[config.mk]
export PLATFORM = sky130hd
export DESIGN_NAME = ws2812_rx_decoder_flat
export DESIGN_NICKNAME = d
export VERILOG_FILES = /design/src/rtl/ws2812_rx_decoder_if.sv /design/src/rtl/ws2812_rx_decoder.sv /design/src/flat_wrapper.sv
export SDC_FILE = /design/constraint.sdc
export NUM_CORES = 1
export LEC_CHECK = 0
export ABC_AREA = 1
export ABC_CLOCK_PERIOD_IN_PS = 3000
export CAP_MARGIN = 20
export CORE_ASPECT_RATIO = 2
export CORE_MARGIN = 4
export CORE_UTILIZATION = 57
export DETAILED_ROUTE_END_ITERATION = 8
export HOLD_SLACK_MARGIN = 0.05
export PLACE_DENSITY = 0.81
export SLEW_MARGIN = 5
export SYNTH_ARGS = -nofsm -noshare
export SYNTH_HDL_FRONTEND = slang
export SYNTH_SLANG_ARGS = --single-unit
[constraint.sdc]
create_clock -name clk -period 3 [get_ports clk]
set_input_delay 0.3 -clock clk [delete_from_list [all_inputs] [get_ports clk]]
set_output_delay 0.3 -clock clk [all_outputs]
set_load 0.01 [all_outputs]
[src/rtl/ws2812_rx_decoder_if.sv]
// Signal bundle between a WS2812 line source and the receive decoder.
// The master drives the serial line; the slave returns the decoded word, strobes and relayed line.
interface ws2812_rx_decoder_if;
    logic        din;
    logic [23:0] color_out;
    logic        color_valid;
    logic        frame_err;
    logic        dout;

    modport master (
        output din,
        input  color_out, color_valid, frame_err, dout
    );

    modport slave (
        input  din,
        output color_out, color_valid, frame_err, dout
    );
endinterface

[src/rtl/ws2812_rx_decoder.sv]
// WS2812 receive pixel: decodes the first 24 bits after a reset gap into a GRB word
// and relays the rest of the frame on dout, delayed by three cycles.
module ws2812_rx_decoder #(
    parameter int BIT_THRESH   = 32,
    parameter int MIN_HIGH     = 5,
    parameter int MAX_HIGH     = 100,
    parameter int RESET_CYCLES = 2500
) (
    input  logic               clk,
    input  logic               rst,
    ws2812_rx_decoder_if.slave bus
);

    // state   | meaning
    // UNSYNC  | waiting for a clean reset gap
    // READY   | gap seen, waiting for the first bit
    // HIGH    | measuring a high pulse
    // LOW     | between bits of the word
    // FORWARD | word complete, relaying line to dout
    localparam logic [2:0] S_UNSYNC  = 3'd0;
    localparam logic [2:0] S_READY   = 3'd1;
    localparam logic [2:0] S_HIGH    = 3'd2;
    localparam logic [2:0] S_LOW     = 3'd3;
    localparam logic [2:0] S_FORWARD = 3'd4;

    localparam logic [7:0]  L_THRESH   = 8'(BIT_THRESH);
    localparam logic [7:0]  L_MIN_HIGH = 8'(MIN_HIGH);
    localparam logic [7:0]  L_MAX_HIGH = 8'(MAX_HIGH);
    localparam logic [11:0] L_RESET    = 12'(RESET_CYCLES);

    logic [2:0]  r_state;
    logic        r_sync1;
    logic        r_din_s;
    logic        r_din_d;
    logic [7:0]  r_high_cnt;
    logic [11:0] r_low_cnt;
    logic [4:0]  r_bit_cnt;
    logic [22:0] r_shreg;
    logic [23:0] r_color;
    logic        r_valid;
    logic        r_err;
    logic        r_dout;

    logic        w_rise;
    logic        w_fall;
    logic        w_gap;
    logic        w_bit;
    logic [23:0] w_word;

    assign w_rise = r_din_s & ~r_din_d;
    assign w_fall = ~r_din_s & r_din_d;
    assign w_gap  = (r_low_cnt == L_RESET);
    assign w_bit  = (r_high_cnt >= L_THRESH);
    // Only the 23 earlier bits are stored; the final bit joins them as the word is loaded.
    assign w_word = {r_shreg, w_bit};

    assign bus.color_out   = r_color;
    assign bus.color_valid = r_valid;
    assign bus.frame_err   = r_err;
    assign bus.dout        = r_dout;

    always_ff @(posedge clk or posedge rst) begin
        if (rst) begin
            r_state    <= S_UNSYNC;
            r_sync1    <= 1'b0;
            r_din_s    <= 1'b0;
            r_din_d    <= 1'b0;
            r_high_cnt <= 8'd0;
            r_low_cnt  <= 12'd0;
            r_bit_cnt  <= 5'd0;
            r_shreg    <= 23'd0;
            r_color    <= 24'd0;
            r_valid    <= 1'b0;
            r_err      <= 1'b0;
            r_dout     <= 1'b0;
        end else begin
            r_sync1 <= bus.din;
            r_din_s <= r_sync1;
            r_din_d <= r_din_s;

            if (r_din_s) begin
                r_low_cnt <= 12'd0;
                if (r_high_cnt != L_MAX_HIGH)
                    r_high_cnt <= r_high_cnt + 8'd1;
            end else begin
                r_high_cnt <= 8'd0;
                if (r_low_cnt != L_RESET)
                    r_low_cnt <= r_low_cnt + 12'd1;
            end

            r_valid <= 1'b0;
            r_err   <= 1'b0;
            r_dout  <= 1'b0;

            case (r_state)
                S_UNSYNC: begin
                    if (w_gap)
                        r_state <= S_READY;
                end
                S_READY: begin
                    r_bit_cnt <= 5'd0;
                    if (w_rise)
                        r_state <= S_HIGH;
                end
                S_HIGH: begin
                    if (w_fall) begin
                        if (r_high_cnt < L_MIN_HIGH) begin
                            r_err   <= 1'b1;
                            r_state <= S_UNSYNC;
                        end else if (r_bit_cnt == 5'd23) begin
                            r_color <= w_word;
                            r_valid <= 1'b1;
                            r_state <= S_FORWARD;
                        end else begin
                            r_shreg   <= w_word[22:0];
                            r_bit_cnt <= r_bit_cnt + 5'd1;
                            r_state   <= S_LOW;
                        end
                    end else if (r_din_s && (r_high_cnt == L_MAX_HIGH)) begin
                        r_err   <= 1'b1;
                        r_state <= S_UNSYNC;
                    end
                end
                S_LOW: begin
                    // A low long enough to be a reset gap wins over a coincident rising edge.
                    if (w_gap) begin
                        r_err   <= 1'b1;
                        r_state <= S_READY;
                    end else if (w_rise) begin
                        r_state <= S_HIGH;
                    end
                end
                S_FORWARD: begin
                    if (w_gap)
                        r_state <= S_READY;
                    else
                        r_dout <= r_din_s;
                end
                default: r_state <= S_UNSYNC;
            endcase
        end
    end

endmodule

[src/flat_wrapper.sv]
// flat-port wrapper written by rule: the top's interface ports become plain ports
module ws2812_rx_decoder_flat 
#(
    parameter int BIT_THRESH   = 32,
    parameter int MIN_HIGH     = 5,
    parameter int MAX_HIGH     = 100,
    parameter int RESET_CYCLES = 2500
)
  (clk, rst, bus_din, bus_color_out, bus_color_valid, bus_frame_err, bus_dout);
  ws2812_rx_decoder_if bus_i ();
  input  logic clk;
  input  logic rst;
  input wire logic [$bits(bus_i.din)-1:0] bus_din;
  output wire logic [$bits(bus_i.color_out)-1:0] bus_color_out;
  output wire logic [$bits(bus_i.color_valid)-1:0] bus_color_valid;
  output wire logic [$bits(bus_i.frame_err)-1:0] bus_frame_err;
  output wire logic [$bits(bus_i.dout)-1:0] bus_dout;
  assign bus_i.din = bus_din;
  assign bus_color_out = bus_i.color_out;
  assign bus_color_valid = bus_i.color_valid;
  assign bus_frame_err = bus_i.frame_err;
  assign bus_dout = bus_i.dout;
  ws2812_rx_decoder #(.BIT_THRESH(BIT_THRESH), .MIN_HIGH(MIN_HIGH), .MAX_HIGH(MAX_HIGH), .RESET_CYCLES(RESET_CYCLES)) u_core (.clk(clk), .rst(rst), .bus(bus_i));
endmodule
# == Yosys cells after proc, flatten, opt, wreduce, memory -nomap -nowiden ==
# Cells that the tools add are included.
# totals
reg_bits,81
input_bits,3
wordCells,74
# op_classes
addsub,3
magnitude_cmp,2
n_eq_ne,15
muxes,27
bitwise,6
reduce_logical,9
# op_table
cell,n
12-bit 2-to-1 mux,2
3-bit 2-to-1 mux,7
8-bit 2-to-1 mux,2
5-bit 2-to-1 mux,3
"12-bit by 1-bit adder with 12-bit output, second input constant",1
"12-bit equality test, second input constant",1
"12-bit != test, second input constant",1
3-bit one-hot mux with 4 select lines,1
4-bit AND reduction,3
1-bit 2-to-1 mux,10
5-bit one-hot mux with 2 select lines,1
"8-bit by 1-bit adder with 8-bit output, second input constant",1
"8-bit by 7-bit equality test with 1-bit output, second input constant",1
"8-bit by 6-bit >= comparator with 1-bit output, second input constant",1
"8-bit by 3-bit less-than comparator with 1-bit output, second input constant",1
"8-bit by 7-bit != test with 1-bit output, second input constant",1
"3-bit by 2-bit equality test with 1-bit output, second input constant",2
"2-bit != test, second input constant",3
"5-bit by 1-bit adder with 5-bit output, second input constant",1
"5-bit equality test, second input constant",1
"2-bit by 1-bit != test with 1-bit output, second input constant",2
1-bit NOT,4
2-bit nonzero test,2
"3-bit by 1-bit equality test with 1-bit output, second input constant",1
other kinds (8),9

# == Depth between registers and ports, before layout ==
# Gate-level depths: netlist of run 1.
# logic_depth
word_depth,5
mapped_depth,10

# == Least setup slack after synthesis of run 1 ==
# OpenSTA, ideal clock, no wires.
# synth_path
kind,register to register
startpoint,register u_core.r_high_cnt[0]
endpoint,register u_core.r_color[10] (netlist: u_core.bus.color_out[10])
setup_time_ns,0.120
arrival_time_ns,1.325
slack_ns,1.555
path_stages_with_launch,11
path_buffers,2
path_cell_list,dfrtp_1 inv_1 ha_1 inv_1 a21oi_1 nand2_1 nand4_4 buf_6 buf_6 nand2_2 o21ai_2
# synth_via
elab_chain_len,3
# synth_lines
item,line,rtl
from (decl),ws2812_rx_decoder.sv:35,logic [7:0] r_high_cnt;
from (signal assigned),ws2812_rx_decoder.sv:84,r_high_cnt <= r_high_cnt + 8'd1;
8-bit by 3-bit less-than comparator with 1-bit output,ws2812_rx_decoder.sv:107,if (r_high_cnt < L_MIN_HIGH) begin
1-bit NOT (no line),-,
4-bit AND reduction (no line),-,
to (signal assigned),ws2812_rx_decoder.sv:111,r_color <= w_word;
to (decl),ws2812_rx_decoder.sv:39,logic [23:0] r_color;
# Every way passes these cells.
# A chain may end at the register's enable or synchronous reset.

# == Worst setup path in the final report of run 1 ==
# layout_path
startpoint,register u_core.r_din_s
endpoint,register u_core.r_shreg[0]
# layout_via
elab_chain_len,3
# layout_lines
item,line,rtl
from (decl),ws2812_rx_decoder.sv:33,logic r_din_s;
from (signal assigned),ws2812_rx_decoder.sv:78,r_din_s <= r_sync1;
1-bit NOT,ws2812_rx_decoder.sv:51,assign w_fall = ~r_din_s & r_din_d;
1-bit bitwise AND,ws2812_rx_decoder.sv:51,
4-bit AND reduction (no line),-,
to (signal assigned),ws2812_rx_decoder.sv:115,r_shreg <= w_word[22:0];
to (decl),ws2812_rx_decoder.sv:38,logic [22:0] r_shreg;
# Every way passes these cells.

==> results of run 1 <==
[final timing paths]
path	end	slack, ns	cells after the start
setup reg to reg	u_core.r_shreg[0]	0.75	7
hold / removal	u_core.r_din_s	0.35	0
hold reg to reg	u_core.r_din_s	0.35	0
max in group asynchronous	u_core.bus.color_out[12]	1.88	3
setup / recovery	u_core.r_shreg[0]	0.75	7
min in group asynchronous	u_core.bus.color_out[0]	0.37	2
[cells by family (layout without fill, tap and decap cells)]
logic type | after synthesis | in the layout
compound gates | 80 | 80
xor+xnor | 2 | 2
fa+ha+maj | 5 | 5
buf+inv | 69 | 106
flops | 81 | 81
simple gates | 167 | 167
[synth_stat cells (all sizes together)]
master,number,area [um^2]
o21ai,63,368
nand3,29,163
nor2,30,115
nand2,101,392
o21a,1,7.51
clkinv,1,8.76
o211a,2,20.0
a211oi,1,7.51
inv,55,206
nor3,3,20.0
dfrtp,81,2030
xor2,2,17.5
buf,9,76.3
a21oi,10,50.1
nand4,4,40.0
ha,5,62.6
clkbuf,4,16.3
a31oi,3,18.8
[registers in the layout, summed over array words and instances (netlist names)]
| register | flops |
|---|---|
| u_core.r_sync1 | 1 |
| u_core.r_din_d | 1 |
| u_core.r_din_s | 1 |
| u_core.r_bit_cnt | 5 |
| u_core.r_low_cnt | 12 |
| u_core.r_high_cnt | 8 |
| u_core.bus.color_out | 24 |
| u_core.r_shreg | 23 |
| u_core.bus.color_valid | 1 |
| u_core.r_state | 3 |
| u_core.bus.dout | 1 |
| u_core.bus.frame_err | 1 |
[routing by layer]
layer	track usage, %	up-vias
li1	-	1354
met5	0	-
met2	35.3	61
met4	11.3	0
met3	3.53	13
met1	23.5	1315
[cell type report]
type                    instances  area (um^2)
repair buffers                 34          328
flip-flops and latches         81         2030
inverters                      56          216
clock buffers                  11          233
fillers                       464         1840
multi-input cells             254         1280
clock inverters                 5         78.8
well taps                      84          105
[power groups by stage]
stage / Sequential (mW) / Clock (mW) / Combinational (mW)
final: 1.11 / 1.15 / 0.0563
after floorplan: 1.13 / 0 / 0.0410
after detailed placement: 1.13 / 0 / 0.0566
after global placement: 1.13 / 0 / 0.0540
after global routing: 1.11 / 1.22 / 0.0670
after CTS: 1.11 / 1.16 / 0.0587
==> results.py, run 1 <==
metrics = {
    "route": {
        "wl_met2_mm": 3.76,
        "vias_per_cell": 5.22,
        "route.met3.wl_um": 241,
        "top_layer": "met4",
        "wl_met1_mm": 2.78,
        "antenna_left": 0,
        "vias": 2743,
        "drtIter0Drc": 200,
        "wl_per_cell_um": 13.2,
        "drc": 0,
        "drtPass1Iterations": 4,
        "drt-total-wl_mm": 6.96,
    },
    "timing": {
        "finalSetupViolations": 0,
        "skew_ns": 0.00529,
        "slew-limit-headroom_pct": 53.9,
        "timing.final.crit_share_pct": 74.9,
        "fin_setup_tns_ns": 0,
        "tightest_slew_ns": 0.692,
        "rsz0062_at_grt": "false",
        "hold_violations": 0,
        "hold_slack_ns": 0.350,
        "maxSlewViolCount": 0,
        "finalCriticalPeriod_ns": 2.25,
        "fmax_mhz": 445,
        "worst_slack_ns": 0.752,
    },
    "cells_and_area": {
        "utilization_pct": 69.9,
        "drive_gt1_share_pct": 11.1,
        "final_cell_count_no_fill": 525,
        "final_cell_mix": "nand2_1 (96), dfrtp_1 (81), inv_1 (50)",
        "diodes": 0,
        "syn2layout_area_growth_pct": 18.1,
        "layout.cell_area.non_filler_um2": 4270,
        "fin_nets": 444,
        "final_common_cell": "nand2_1",
    },
    "clock_tree": {
        "cts.sink_count": 81,
        "htreeDepth": 3,
        "ctsLongestPathBuffers": 2,
        "post_cts_buffers": 0,
        "clk_pin_slew_ns": 0.06,
        "cts_hold_buf": 0,
        "cts_made_buffers": 9,
        "cts_tree": "yes",
        "cts-root-buf": "clkbuf_16",
        "clk_latency_ns": 0.33,
        "cts_resized": 0,
    },
    "setup_path": {
        "slowest_stage": "dfrtp_1",
        "path_buf_inv": 2,
        "worstPathMaxFanout": 27,
        "worstSetupPathType": "reg2reg",
        "critical_path.startpoint": "u_core.r_din_s",
        "crit_family": "simple AND/OR/NAND/NOR gates",
        "cp-start-kind": "flop",
        "crit_arrival_ns": 2.47,
        "critical_path_required_ns": 3.22,
        "r2r_start": "u_core.r_din_s",
        "cp_cell_sequence": "inv_1 -> nand2_1 -> nor2_2 -> nand3_2 -> buf_4 -> nand2_1 -> o21ai_1",
        "worst_path_most_repeated_cell": "nand2_1",
        "end_kind": "flop",
        "slowest_delay_ns": 0.53,
    },
    "logic_synthesis": {
        "synthXorXnorAreaFrac_pct": 0.484,
        "synthAdderAreaFrac_pct": 1.73,
        "yosysWarnings": 0,
        "synth_top_family_by_area": "simple AND/OR/NAND/NOR gates",
        "yosysSeqAreaShare_pct": 56.1,
        "synth.mux.area_fraction_pct": 0,
        "synthSimpleGateAreaFrac_pct": 20.2,
        "syn_area_um2": 3620,
        "syn_nets": 412,
        "ys_seq_elements": 81,
        "synth_area_per_cell_um2": 8.95,
        "ys_types": 29,
        "syn_inst": 404,
        "synth-compound-area-share_pct": 13.0,
    },
    "global_route": {
        "grt_use_total_pct": 20.4,
        "grt_pass1_wl_mm": 12.3,
        "grt_pass1_vias": 2747,
        "antenna_found_initial": 0,
        "overflow": 0,
        "grt_max_degree": 50,
    },
    "power": {
        "cellPowerDensity_nw_per_um2": 542,
        "p_sw_uw": 470,
        "swShare_pct": 20.3,
        "max-vdd-ir-drop_mv": 0.345,
        "seq_power_share_pct": 48.0,
        "leakage_nw": 1.99,
        "p_clk_share_pct": 49.5,
        "p_comb_share_pct": 2.4,
        "p_int_mw": 1.85,
        "finalPower_mw": 2.32,
    },
    "die": {
        "row_count": 40,
        "fp.dieW_um": 64.3,
        "die_h_um": 121,
        "die-area_um2": 7760,
        "core_um2": 6110,
        "pin_count": 30,
        "initial_utilization_pct": 59.2,
    },
    "placement": {
        "portBuffers": 29,
        "placed_cell_area_um2": 3960,
        "gp_congestion": 0.825,
        "dpl.hpwl_mm": 4.90,
        "dp_cells": 509,
        "post-place-ws_ns": 0.780,
    },
    "flow_run": {
        "max_cap_violations": 0,
    },
    "hold_path": {
        "hold_path_startpoint": "u_core.r_sync1",
        "worstHoldPathType": "reg2reg",
    },
    "run_status": {
        "status": "finished clean",
    },
}
No activity file was read; power rests on OpenSTA's default activity.
==> inputs of run 2 (changes only) <==
Settings changed: ABC_CLOCK_PERIOD_IN_PS 3000 to 2000, CORE_UTILIZATION 57 to 52, PLACE_DENSITY 0.81 to 0.78.
Clock period 3 ns to 2 ns, I/O delays scaled along.
==> run 2 against run 1 <==
  * Register-to-register slack worse by 0.46 ns
  * Clock power up 34%
  * Power up 42%
  * Largest cell class unchanged
  * Wire length down 4.2%
  * Cell area up 0.32%
  * Final cell count up 0.95%
  * Combinational power up 57%
  * First-iteration DRC count up 4.0%
  * Via count about the same
==> results.py, run 2 (synthesized netlist as in run 1, its figures left out) <==
metrics = {
    "global_route": {
        "grt_use_total_pct": 17.9,
        "antenna_found_initial": 0,
        "grt_pass1_wl_mm": 11.5,
        "grt_max_degree": 82,
        "grt_pass1_vias": 2720,
        "overflow": 0,
    },
    "timing": {
        "rsz0062_at_grt": "false",
        "slew-limit-headroom_pct": 71.9,
        "fin_setup_tns_ns": 0,
        "hold_violations": 0,
        "finalCriticalPeriod_ns": 1.71,
        "fmax_mhz": 584,
        "maxSlewViolCount": 0,
        "timing.final.crit_share_pct": 85.6,
        "finalSetupViolations": 0,
        "tightest_slew_ns": 0.421,
        "skew_ns": 0.00471,
    },
    "setup_path": {
        "cp-start-kind": "flop",
        "end_kind": "flop",
        "worstSetupPathType": "reg2reg",
        "worstPathMaxFanout": 14,
        "crit_arrival_ns": 1.92,
        "critical_path_required_ns": 2.21,
    },
    "route": {
        "vias_per_cell": 5.17,
        "drtPass1Iterations": 4,
        "antenna_left": 0,
        "drtIter0Drc": 208,
        "drt-total-wl_mm": 6.66,
        "drc": 0,
        "wl_per_cell_um": 12.6,
        "vias": 2741,
    },
    "clock_tree": {
        "cts-root-buf": "clkbuf_16",
        "ctsLongestPathBuffers": 2,
        "clk_pin_slew_ns": 0.06,
        "htreeDepth": 3,
        "cts_hold_buf": 0,
        "post_cts_buffers": 0,
        "cts_tree": "yes",
        "cts.sink_count": 81,
        "cts_made_buffers": 9,
        "clk_latency_ns": 0.33,
        "cts_resized": 0,
    },
    "cells_and_area": {
        "fin_nets": 446,
        "final_common_cell": "nand2_1",
        "drive_gt1_share_pct": 11.3,
        "largest_register_ffs": 24,
        "diodes": 0,
        "final_cell_mix": "nand2_1 (96), dfrtp_1 (81), inv_1 (50)",
        "layout.cell_area.non_filler_um2": 4280,
        "syn2layout_area_growth_pct": 18.4,
    },
    "placement": {
        "portBuffers": 29,
        "gp_congestion": 0.755,
        "dpl.hpwl_mm": 4.68,
        "placed_cell_area_um2": 4010,
    },
    "die": {
        "fp.dieW_um": 67.0,
        "initial_utilization_pct": 54.2,
        "die-area_um2": 8430,
        "core_um2": 6670,
        "die_h_um": 126,
        "row_count": 42,
        "pin_count": 30,
    },
    "flow_run": {
        "max_cap_violations": 0,
    },
    "power": {
        "cellPowerDensity_nw_per_um2": 769,
        "max-vdd-ir-drop_mv": 0.479,
        "leakage_nw": 1.99,
    },
    "run_status": {
        "status": "finished clean",
    },
    "hold_path": {
        "worstHoldPathType": "in2async",
    },
}
-- run 2: per-stage QoR --
step | hold WS [ns] | setup WS, ns | instances | total power, mW | utilization (%)
finish | 0.308 | 0.288 | 530 | 3.29 | 64.2
global route | 0.311 | 0.103 | 530 | 3.42 | 64.2
CTS | 0.294 | 0.271 | 530 | 3.34 | 64.2
detailed placement | 0.340 | 0.307 | 515 | 1.79 | 60.0
global placement | 0.337 | 0.401 | 515 | 1.78 | 60.0
floorplan | 0.231 | 0.555 | 404 | 1.75 | -
-- run 2: cell type report --
class                   instances  area (um^2)
fillers                       550         2390
flip-flops and latches         81         2030
multi-input cells             254         1280
repair buffers                 36          368
clock buffers                  11          233
inverters                      56          219
well taps                      88          110
clock inverters                 4         45.0
-- run 2: routing by layer --
metal | up-vias | track usage, % | part of all wire (%)
li1 | 1370 | - | -
met1 | 1308 | 18.8 | 38
met2 | 49 | 31.6 | 55
met3 | 14 | 4.55 | 3.3
met4 | 0 | 9.69 | 2.9
met5 | - | 0 | 0
-- run 2: worst max-delay path: stages, from the launching register on --
cell	delay [ns]
dfrtp_1	0.37
inv_1	0.08
ha_1	0.21
inv_1	0.05
a21oi_1	0.05
nand2_1	0.17
nand4_4	0.22
buf_4	0.26
nand2_1	0.07
o21ai_0	0.08
-- run 2: report_power, final --
| group | total, mW | switching, mW | internal, mW |
|---|---|---|---|
| combinational | 0.0886 | 0.0618 | 0.0268 |
| sequential | 1.66 | 0.0122 | 1.65 |
| clock | 1.54 | 0.586 | 0.952 |
-- run 2: final timing paths --
kind,depth (start not counted),slack [ns],to,from
worst max-delay path,9,0.29,u_core.bus.color_out[22],u_core.r_high_cnt[0]
worst min-delay path,3,0.31,u_core.bus.color_out[2],rst
worst max register to register,9,0.29,u_core.bus.color_out[22],u_core.r_high_cnt[0]
worst min register to register,0,0.35,u_core.r_din_s,u_core.r_sync1
max in group asynchronous,3,1.34,u_core.r_low_cnt[2],rst
min in group clk,1,0.31,u_core.r_sync1,bus_din
